`config.mk`:
```
export PLATFORM = sky130hd
export DESIGN_NAME = rxll_fis_dispatch
export DESIGN_NICKNAME = d
export VERILOG_FILES = /design/src/rtl/ahci_fis_pkg.sv /design/src/rtl/rxll_reg_buf.sv /design/src/rtl/rxll_fis_dispatch.sv
export SDC_FILE = /design/constraint.sdc
export NUM_CORES = 1
export LEC_CHECK = 0
export ABC_CLOCK_PERIOD_IN_PS = 6500
export CAP_MARGIN = 10
export CELL_PAD_IN_SITES_DETAIL_PLACEMENT = 0
export CELL_PAD_IN_SITES_GLOBAL_PLACEMENT = 2
export CORE_MARGIN = 1
export CORE_UTILIZATION = 43
export CTS_CLUSTER_SIZE = 30
export DETAILED_ROUTE_END_ITERATION = 12
export GPL_TIMING_DRIVEN = 0
export PLACE_DENSITY_LB_ADDON = 0.05
export SETUP_SLACK_MARGIN = 0.02
export SYNTH_ARGS = -nofsm -noshare
export SYNTH_HDL_FRONTEND = slang
export SYNTH_SLANG_ARGS = --single-unit
export TNS_END_PERCENT = 5
```
`constraint.sdc`:
```
create_clock -name clk -period 6.5 [get_ports clk]
set_input_delay 1.3 -clock clk [delete_from_list [all_inputs] [get_ports clk]]
set_output_delay 1.3 -clock clk [all_outputs]
set_load 0.01 [all_outputs]
```
`src/rtl/ahci_fis_pkg.sv`:
```
// Shared FIS type constants, link-layer sideband bit positions and the
// receive-dispatch state/error encodings.
package ahci_fis_pkg;

    localparam logic [7:0] FIS_REG_D2H   = 8'h34;
    localparam logic [7:0] FIS_DMA_ACT   = 8'h39;
    localparam logic [7:0] FIS_DMA_SETUP = 8'h41;
    localparam logic [7:0] FIS_DATA      = 8'h46;
    localparam logic [7:0] FIS_BIST      = 8'h58;
    localparam logic [7:0] FIS_PIO_SETUP = 8'h5F;
    localparam logic [7:0] FIS_SDB       = 8'hA1;

    localparam int LL_EOF = 34;
    localparam int LL_ERR = 35;

    typedef enum logic [1:0] {
        ERR_UNKNOWN  = 2'd0,
        ERR_LINK     = 2'd1,
        ERR_OVERSIZE = 2'd2
    } rx_err_e;

    typedef enum logic [2:0] {
        ST_IDLE,
        ST_HDR,
        ST_DATA,
        ST_REG,
        ST_DROP
    } rx_state_e;

    function automatic logic is_reg_fis(input logic [7:0] t);
        case (t)
            FIS_REG_D2H, FIS_DMA_ACT, FIS_DMA_SETUP,
            FIS_BIST, FIS_PIO_SETUP, FIS_SDB: return 1'b1;
            default:                          return 1'b0;
        endcase
    endfunction

endpackage

```
`src/rtl/rxll_reg_buf.sv`:
```
// Register-FIS capture buffer: sequential write at an internal dword counter,
// combinational read by index.
module rxll_reg_buf #(
    parameter int DEPTH = 7
) (
    input  logic        clk,
    input  logic        rst,
    input  logic        clr,
    input  logic        we,
    input  logic [31:0] wdata,
    input  logic [2:0]  raddr,
    output logic [2:0]  cnt,
    output logic [31:0] rdata
);

    logic [31:0] mem [DEPTH];

    always_ff @(posedge clk) begin
        if (rst)
            cnt <= '0;
        else if (clr)
            cnt <= '0;
        else if (we)
            cnt <= cnt + 3'd1;
    end

    always_ff @(posedge clk) begin
        if (we && cnt < 3'(DEPTH))
            mem[cnt] <= wdata;
    end

    assign rdata = (raddr < 3'(DEPTH)) ? mem[raddr] : '0;

endmodule

```
`src/rtl/rxll_fis_dispatch.sv`:
```
// Receive FIS dispatcher: routes frames from the link FIFO to the DMA stream,
// the register-FIS buffer, or drains them. Define RXLL_DISPATCH_STATS_EN for counters.
module rxll_fis_dispatch
    import ahci_fis_pkg::*;
#(
    parameter int         C_REG_DEPTH = 7,
    parameter logic [7:0] C_FIS_DATA  = FIS_DATA
) (
    input  logic        clk,
    input  logic        rst,
    input  logic [35:0] fifo_do,
    input  logic        fifo_empty,
    input  logic        fifo_eof_rdy,
    output logic        fifo_rd_en,
    output logic [31:0] dma_data,
    output logic        dma_valid,
    output logic        dma_last,
    input  logic        dma_ready,
    output logic        reg_fis_vld,
    output logic [7:0]  reg_fis_type,
    output logic [2:0]  reg_fis_len,
    input  logic [2:0]  reg_addr,
    output logic [31:0] reg_dout,
    input  logic        reg_fis_ack,
    output logic        rx_err,
    output logic [1:0]  rx_err_code,
    output logic        busy
`ifdef RXLL_DISPATCH_STATS_EN
    ,
    output logic [15:0] stat_frames,
    output logic [15:0] stat_drops,
    output logic [31:0] stat_data_dw
`endif
);

    rx_state_e   state;
    rx_err_e     drop_code;
    logic [7:0]  hdr_type;
    logic [2:0]  cnt;
    logic        d_eof, d_err;
    logic [7:0]  fis_t;
    logic        unused_sb;

    assign d_eof     = fifo_do[LL_EOF];
    assign d_err     = fifo_do[LL_ERR];
    assign fis_t     = fifo_do[7:0];
    assign unused_sb = ^fifo_do[33:32];

    // The header is only popped here for data frames; register and drop
    // paths pop it in their own state so it gets captured/counted there.
    always_comb begin
        fifo_rd_en = 1'b0;
        case (state)
            ST_HDR:          fifo_rd_en = !fifo_empty && !d_err && fis_t == C_FIS_DATA;
            ST_DATA:         fifo_rd_en = !fifo_empty && dma_ready;
            ST_REG, ST_DROP: fifo_rd_en = !fifo_empty;
            default:         fifo_rd_en = 1'b0;
        endcase
    end

    assign busy      = (state != ST_IDLE);
    assign dma_valid = (state == ST_DATA) && !fifo_empty;
    assign dma_data  = (state == ST_DATA) ? fifo_do[31:0] : '0;
    assign dma_last  = dma_valid && (d_eof || d_err);

    rxll_reg_buf #(.DEPTH(C_REG_DEPTH)) u_buf (
        .clk   (clk),
        .rst   (rst),
        .clr   (state == ST_HDR),
        .we    (state == ST_REG && fifo_rd_en),
        .wdata (fifo_do[31:0]),
        .raddr (reg_addr),
        .cnt   (cnt),
        .rdata (reg_dout)
    );

    always_ff @(posedge clk) begin
        if (rst) begin
            state        <= ST_IDLE;
            drop_code    <= ERR_UNKNOWN;
            hdr_type     <= '0;
            rx_err       <= 1'b0;
            rx_err_code  <= '0;
            reg_fis_vld  <= 1'b0;
            reg_fis_type <= '0;
            reg_fis_len  <= '0;
        end else begin
            rx_err <= 1'b0;
            if (reg_fis_ack)
                reg_fis_vld <= 1'b0;
            case (state)
                ST_IDLE: if (fifo_eof_rdy && !fifo_empty) state <= ST_HDR;
                ST_HDR: if (!fifo_empty) begin
                    if (d_err) begin
                        drop_code <= ERR_LINK;
                        state     <= ST_DROP;
                    end else if (fis_t == C_FIS_DATA) begin
                        if (d_eof) begin
                            rx_err      <= 1'b1;
                            rx_err_code <= ERR_UNKNOWN;
                            state       <= ST_IDLE;
                        end else
                            state <= ST_DATA;
                    end else if (is_reg_fis(fis_t)) begin
                        // Buffer still owned by the consumer: hold the frame.
                        if (!reg_fis_vld) begin
                            hdr_type <= fis_t;
                            state    <= ST_REG;
                        end
                    end else begin
                        drop_code <= ERR_UNKNOWN;
                        state     <= ST_DROP;
                    end
                end
                ST_DATA: if (fifo_rd_en) begin
                    if (d_err) begin
                        rx_err      <= 1'b1;
                        rx_err_code <= ERR_LINK;
                        state       <= ST_IDLE;
                    end else if (d_eof)
                        state <= ST_IDLE;
                end
                ST_REG: if (fifo_rd_en) begin
                    if (d_err) begin
                        if (d_eof) begin
                            rx_err      <= 1'b1;
                            rx_err_code <= ERR_LINK;
                            state       <= ST_IDLE;
                        end else begin
                            drop_code <= ERR_LINK;
                            state     <= ST_DROP;
                        end
                    end else if (d_eof) begin
                        reg_fis_vld  <= 1'b1;
                        reg_fis_len  <= cnt + 3'd1;
                        reg_fis_type <= hdr_type;
                        state        <= ST_IDLE;
                    end else if (cnt == 3'(C_REG_DEPTH - 1)) begin
                        drop_code <= ERR_OVERSIZE;
                        state     <= ST_DROP;
                    end
                end
                ST_DROP: if (fifo_rd_en && d_eof) begin
                    rx_err      <= 1'b1;
                    rx_err_code <= drop_code;
                    state       <= ST_IDLE;
                end
                default: state <= ST_IDLE;
            endcase
        end
    end

`ifdef RXLL_DISPATCH_STATS_EN
    logic frame_done;

    always_comb begin
        frame_done = 1'b0;
        case (state)
            ST_HDR:          frame_done = fifo_rd_en && d_eof;
            ST_DATA:         frame_done = fifo_rd_en && (d_eof || d_err);
            ST_REG, ST_DROP: frame_done = fifo_rd_en && d_eof;
            default:         frame_done = 1'b0;
        endcase
    end

    always_ff @(posedge clk) begin
        if (rst) begin
            stat_frames  <= '0;
            stat_drops   <= '0;
            stat_data_dw <= '0;
        end else begin
            if (frame_done)
                stat_frames <= stat_frames + 16'd1;
            if (rx_err)
                stat_drops <= stat_drops + 16'd1;
            if (state == ST_DATA && fifo_rd_en)
                stat_data_dw <= stat_data_dw + 32'd1;
        end
    end
`endif

endmodule

```
# == After elaboration in Yosys (flattened, before gate mapping) ==
# Memory sizes are Yosys's and may differ from the RTL's.
# Cells that the tools add are included.
# totals
register_bits,31
ramBits,224
elab_cells,135
n_memories,1
# op_classes
add_sub_neg,1
order_cmp,2
eq_ne,30
mux,64
bitwise_logic,4
reduce_logical,24
# memory_table
name,depth,word_bits,read_ports,rd_ports_with_merged_regs,wr,line_no,text
u_buf.mem,7,32,1,0,1,rxll_reg_buf.sv:16,logic [31:0] mem [DEPTH];
# op_table
op,count
32-bit two-way mux,2
3-bit two-way mux,15
2-bit two-way mux,20
"8-bit by 7-bit equality test with 1-bit output, second input constant",4
"2-bit != test, second input constant",12
1-bit two-way mux,22
"8-bit by 6-bit equality test with 1-bit output, second input constant",2
3-bit one-hot mux with 5 select lines,1
11-bit AND reduction,1
1-bit logical AND,9
"3-bit != test, second input constant",3
"8-bit equality test, second input constant",1
2-bit one-hot mux with 4 select lines,1
8-bit AND reduction,1
7-bit AND reduction,1
"3-bit by 2-bit equality test with 1-bit output, second input constant",2
"3-bit equality test, second input constant",2
"3-bit < comparator, second input constant",2
6-bit AND reduction,1
6-bit OR reduction,1
"5-bit != test, second input constant",1
"4-bit by 3-bit != test with 1-bit output, second input constant",1
1-bit NOT,4
1-bit one-hot mux with 4 select lines,1
other kinds (13),15

# == Depth between registers and ports, before layout ==
# logic_depth
ltp_word,13
ltp_mapped,7
depth_no_buf,7

# == Hierarchy ==
# A second synthesis with hierarchy kept.
# unflattened
cells_unflattened,701
hier_area_um2,10590.2
# by_module_without_submodules
module,instances,cells_per_inst,area_per_inst_um2,seq_area_each_um2
rxll_reg_buf,1,502,8864.8,6786.5
rxll_fis_dispatch,1,199,1725.4,560.5

# == Worst setup path after synthesis ==
# Ideal clock, no wire load.
# synth_timing
path_kind,in2reg
startpoint,input fifo_empty
endpoint,"memory u_buf.mem[0][0], enable pin"
setup_ps,461
t_arrival_ps,3996
path_slack_ps,2043
stages,3
path_buffers,0
path_cell_list,nor3b_2 > nand3_1 > nor3_1
# synth_between
elab_chain_cells,8
word_cells_on_any_way,9
# synth_lines
item,line_no,text
start: declaration,rxll_fis_dispatch.sv:12,"input logic fifo_empty,"
1-bit zero test *,n/a,
1-bit logical AND (2 in series),rxll_fis_dispatch.sv:54,ST_HDR: fifo_rd_en = !fifo_empty && !d_err && fis_t == C_FIS_DATA;
1-bit one-hot mux with 3 select lines *,rxll_fis_dispatch.sv:53,case (state)
1-bit logical AND *,rxll_fis_dispatch.sv:70,".we (state == ST_REG && fifo_rd_en),"
1-bit logical AND *,rxll_reg_buf.sv:28,if (we && cnt < 3'(DEPTH))
1-bit two-way mux *,rxll_reg_buf.sv:28,
1-bit two-way mux (implied by the code) *,rxll_reg_buf.sv:29,mem[cnt] <= wdata;
end: declaration,rxll_reg_buf.sv:16,
# Every way passes the cells marked *; elsewhere a longest branch is shown, timed or not.

# == Final worst setup path ==
# layout_timing
startpoint,input reg_addr[0]
endpoint,output reg_dout[4]
# layout_between
elab_chain_cells,2
word_cells_on_any_way,3
# layout_lines
item,line_no,text
start: declaration,rxll_fis_dispatch.sv:22,"input logic [2:0] reg_addr,"
memory 7 x 32 bit / 3-bit < comparator (equally long branches),n/a,
32-bit two-way mux *,rxll_reg_buf.sv:32,assign rdata = (raddr < 3'(DEPTH)) ? mem[raddr] : '0;
end: declaration,rxll_fis_dispatch.sv:23,"output logic [31:0] reg_dout,"
# Marked as above.

==> out/results.txt <==
Initial Utilization - 0.4403
Slew Viols, Final - 0
Power Density - 261.8 nW/um^2
area grow syn2layout - 26.12%
Clock Skew - 0.008025 ns
most used cell, CP - buf_2
relative slew slack - 0.3292
die width - 157.3 um
DRT iter0 DRCs - 440
M3 GR Usage - 0.02616
total power draw - 3422 uW
worst min path class - reg2reg
max_cap viols - 0
most instantiated cells after synthesis - edfxtp_1 (224), nor2_1 (89), a21oi_1 (82)
critical path fanouts, max - 10
fmax - 0.1858 GHz
Row Count - 56
Boundary Pins - 128
DP Wirelength - 16.28 mm
Post-synth top flop - edfxtp_1
final core utilization - 0.5553
largest area contributor in the netlist - edfxtp_1
Critical Path AT - 4.08 ns
HP Start - hdr_type[7]$_SDFFE_PP0P_
Root Buffer - clkbuf_16
antenna violations before repair - 0
layout cells sized above 1 - 0.1144
Finish-stage setup viols - 0
Mean Syn Cell Area - 15.00 um^2
count leader, synth - edfxtp_1
EDFF count, synth - 224
CTS tree - yes
fin crit share - 0.8280
Core ar. - 23,540 um^2
hold endpoint - reg_fis_type[7]$_SDFFE_PP0P_
CP required - 5.20 ns
drt first pass iters - 5
Post-CTS Hold Fix Bufs - 0
CP Class - in2out
Crit path largest cell delay - 0.61 ns
slew of the pin with the lowest slew margin - 1.001 ns
vias in the first global route - 6,491
Synth top area share - 0.6489
top post-synthesis cells by area - edfxtp_1 (65%), mux4_2 (7.0%), dfxtp_1 (6.0%)
Resized cells post-CTS - 0
total number of vias - 6,321
Yosys cell types - 56
# diodes - 0
RSZ-0062 raised after global routing - false
DRC viols - 0
maximum vdd drop - 0.0002026 V
first-pass GRT wire length - 37.80 mm
flops & latches, synth - 255
GR Util met1 - 0.2770
crit path launch type - primary input
grt total ovfl - 0
Final Hold Viols - 0
vias per cell - 5.298
H-tree depth - 1
r2r setup slk - 3.36 ns
Reg-to-Reg End - u_buf.mem[0][20]$_DFFE_PP_
Mapped Cells - 691
worst path cell trace - clkdlybuf4s50_1, buf_2, buf_2, buf_2, mux2i_1, nor2_1, a21oi_1, a21oi_1, clkdlybuf4s50_1
routability cong. - 0.7827
nets@finish - 903
# port buffers - 123
Static Leak - 0.004283 uW
clk_lat worst skew - 0.53 ns
Post-synth ARST share - 0
Post CTS Setup Buffer Count - 0
GRT Total Usage - 0.2075
met2 usage - 0.3592
slowest cell on the critical path - clkdlybuf4s50_1
pin count of the biggest net entering global routing - 20
routed wire length per instance - 20.79 um
Worst R2R Start - state[1]$_SDFFE_PP0P_
Mapped Area - 10,370 um^2
Ys Warns - 0
CTS Buf Count - 27
total die area - 24,730 um^2
worst r2r path cells - 7
final wirelength - 24.81 mm
Min Clock Period, post-route - 5.382 ns
Reg clk slew, reported paths - 0.06 ns
run status - completed
maximum clock path buffer count - 3
Die Y - 157.3 um
clk sinks - 255
GRT busiest layer - met2
CP Capture Type - primary output
post-route ant nets - 0
hold depth - 2
sequential fraction of the synthesis area - 0.7088
Post-Syn Nets - 738
-- cells by family (layout without fill, tap and decap cells) --
group | after synthesis | count (layout) | share of synthesized area
flops | 255 | 255 | 0.7088
simple gates | 200 | 200 | 0.09511
compound gates | 114 | 114 | 0.06482
mux | 74 | 74 | 0.1102
buf+inv | 45 | 228 | 0.01786
fa+ha+maj | 2 | 2 | 0.002414
xor+xnor | 1 | 1 | 0.0008451
-- layout make-up --
class | instances | area [um^2]
Clock inverter | 10 | 83.83
Fill cell | 1963 | 10470
Inverter | 4 | 15.01
Buffer | 41 | 170.2
Tap cell | 319 | 399.1
Multi-Input combinational cell | 391 | 2882
Timing Repair Buffer | 136 | 1444
Clock buffer | 37 | 733.2
Sequential cell | 255 | 7347
-- sequential cells by signal (all words and copies together), names as in the netlist --
name / count
u_buf.cnt: 3
rx_err_code: 2
rx_err: 1
reg_fis_vld: 1
reg_fis_type: 8
u_buf.mem: 224
reg_fis_len: 3
drop_code: 2
state: 3
hdr_type: 8
-- power by group --
part / internal (uW) / leakage, uW / total, uW / switching [uW]
combinational: 98.4 / 0.00163 / 218 / 119
sequential: 1780 / 0.00226 / 1780 / 1.46
clock: 825 / 0.000392 / 1420 / 598
-- how the worst max path moves through the flow --
stage,from,cells after the start,to
2_1_floorplan,fifo_empty,3,u_buf.mem[0][0]$_DFFE_PP_
3_5_place_dp,reg_addr[1],7,reg_dout[1]
6_report,reg_addr[0],9,reg_dout[4]
3_3_place_gp,fifo_empty,4,u_buf.mem[0][16]$_DFFE_PP_
5_1_grt,reg_addr[0],9,reg_dout[4]
4_1_cts,reg_addr[0],9,reg_dout[6]
-- layer usage --
metal,up-vias,wire [um]
met5,-,0
met4,0,395
met3,36,1119
met2,171,12350
met1,3162,10940
li1,2952,-
-- worst max-delay path: cells and delay by family --
family / cells / cell delay [ns]
AO/OA/AOI/OAI: 2 / 0.36
buffers and inverters: 5 / 2.17
AND/OR/NAND/NOR: 1 / 0.11
multiplexers: 1 / 0.13
-- placed cells by master, fill, tap and decap left out, types with 5 or more instances in the layout --
| cell | synthesis | final |
|---|---|---|
| a21oi_1 | 82 | 82 |
| and2_1 | 33 | 33 |
| buf_1 | 8 | 8 |
| buf_2 | 7 | 7 |
| buf_6 | 1 | 7 |
| clkbuf_1 | 25 | 33 |
| clkbuf_16 | 0 | 27 |
| clkdlybuf4s50_1 | 0 | 123 |
| dfxtp_1 | 31 | 31 |
| edfxtp_1 | 224 | 224 |
| mux2i_1 | 41 | 41 |
| mux4_2 | 32 | 32 |
| nand2_1 | 29 | 29 |
| nand2b_1 | 8 | 8 |
| nor2_1 | 89 | 84 |
| nor2_4 | 0 | 5 |
| nor2b_1 | 8 | 8 |
| nor3b_1 | 5 | 5 |
-- through the flow --
| stage | TNS [ns] | area (um^2) | cells | worst slack [ns] | hold WS [ns] |
|---|---|---|---|---|---|
| after global routing | 0 | 13070 | 1193 | 0.8418 | 0.4834 |
| after floorplan | 0 | 10370 | 691 | 2.043 | 0.4312 |
| final | 0 | 13070 | 1193 | 1.118 | 0.4605 |
| after detailed placement | 0 | 12260 | 1146 | 1.085 | 0.4495 |
| after CTS | 0 | 13070 | 1193 | 1.083 | 0.4620 |
| after global placement | -67.26 | 12000 | 1133 | -1.060 | 0.4496 |
No activity file was read; power rests on OpenSTA's default activity.
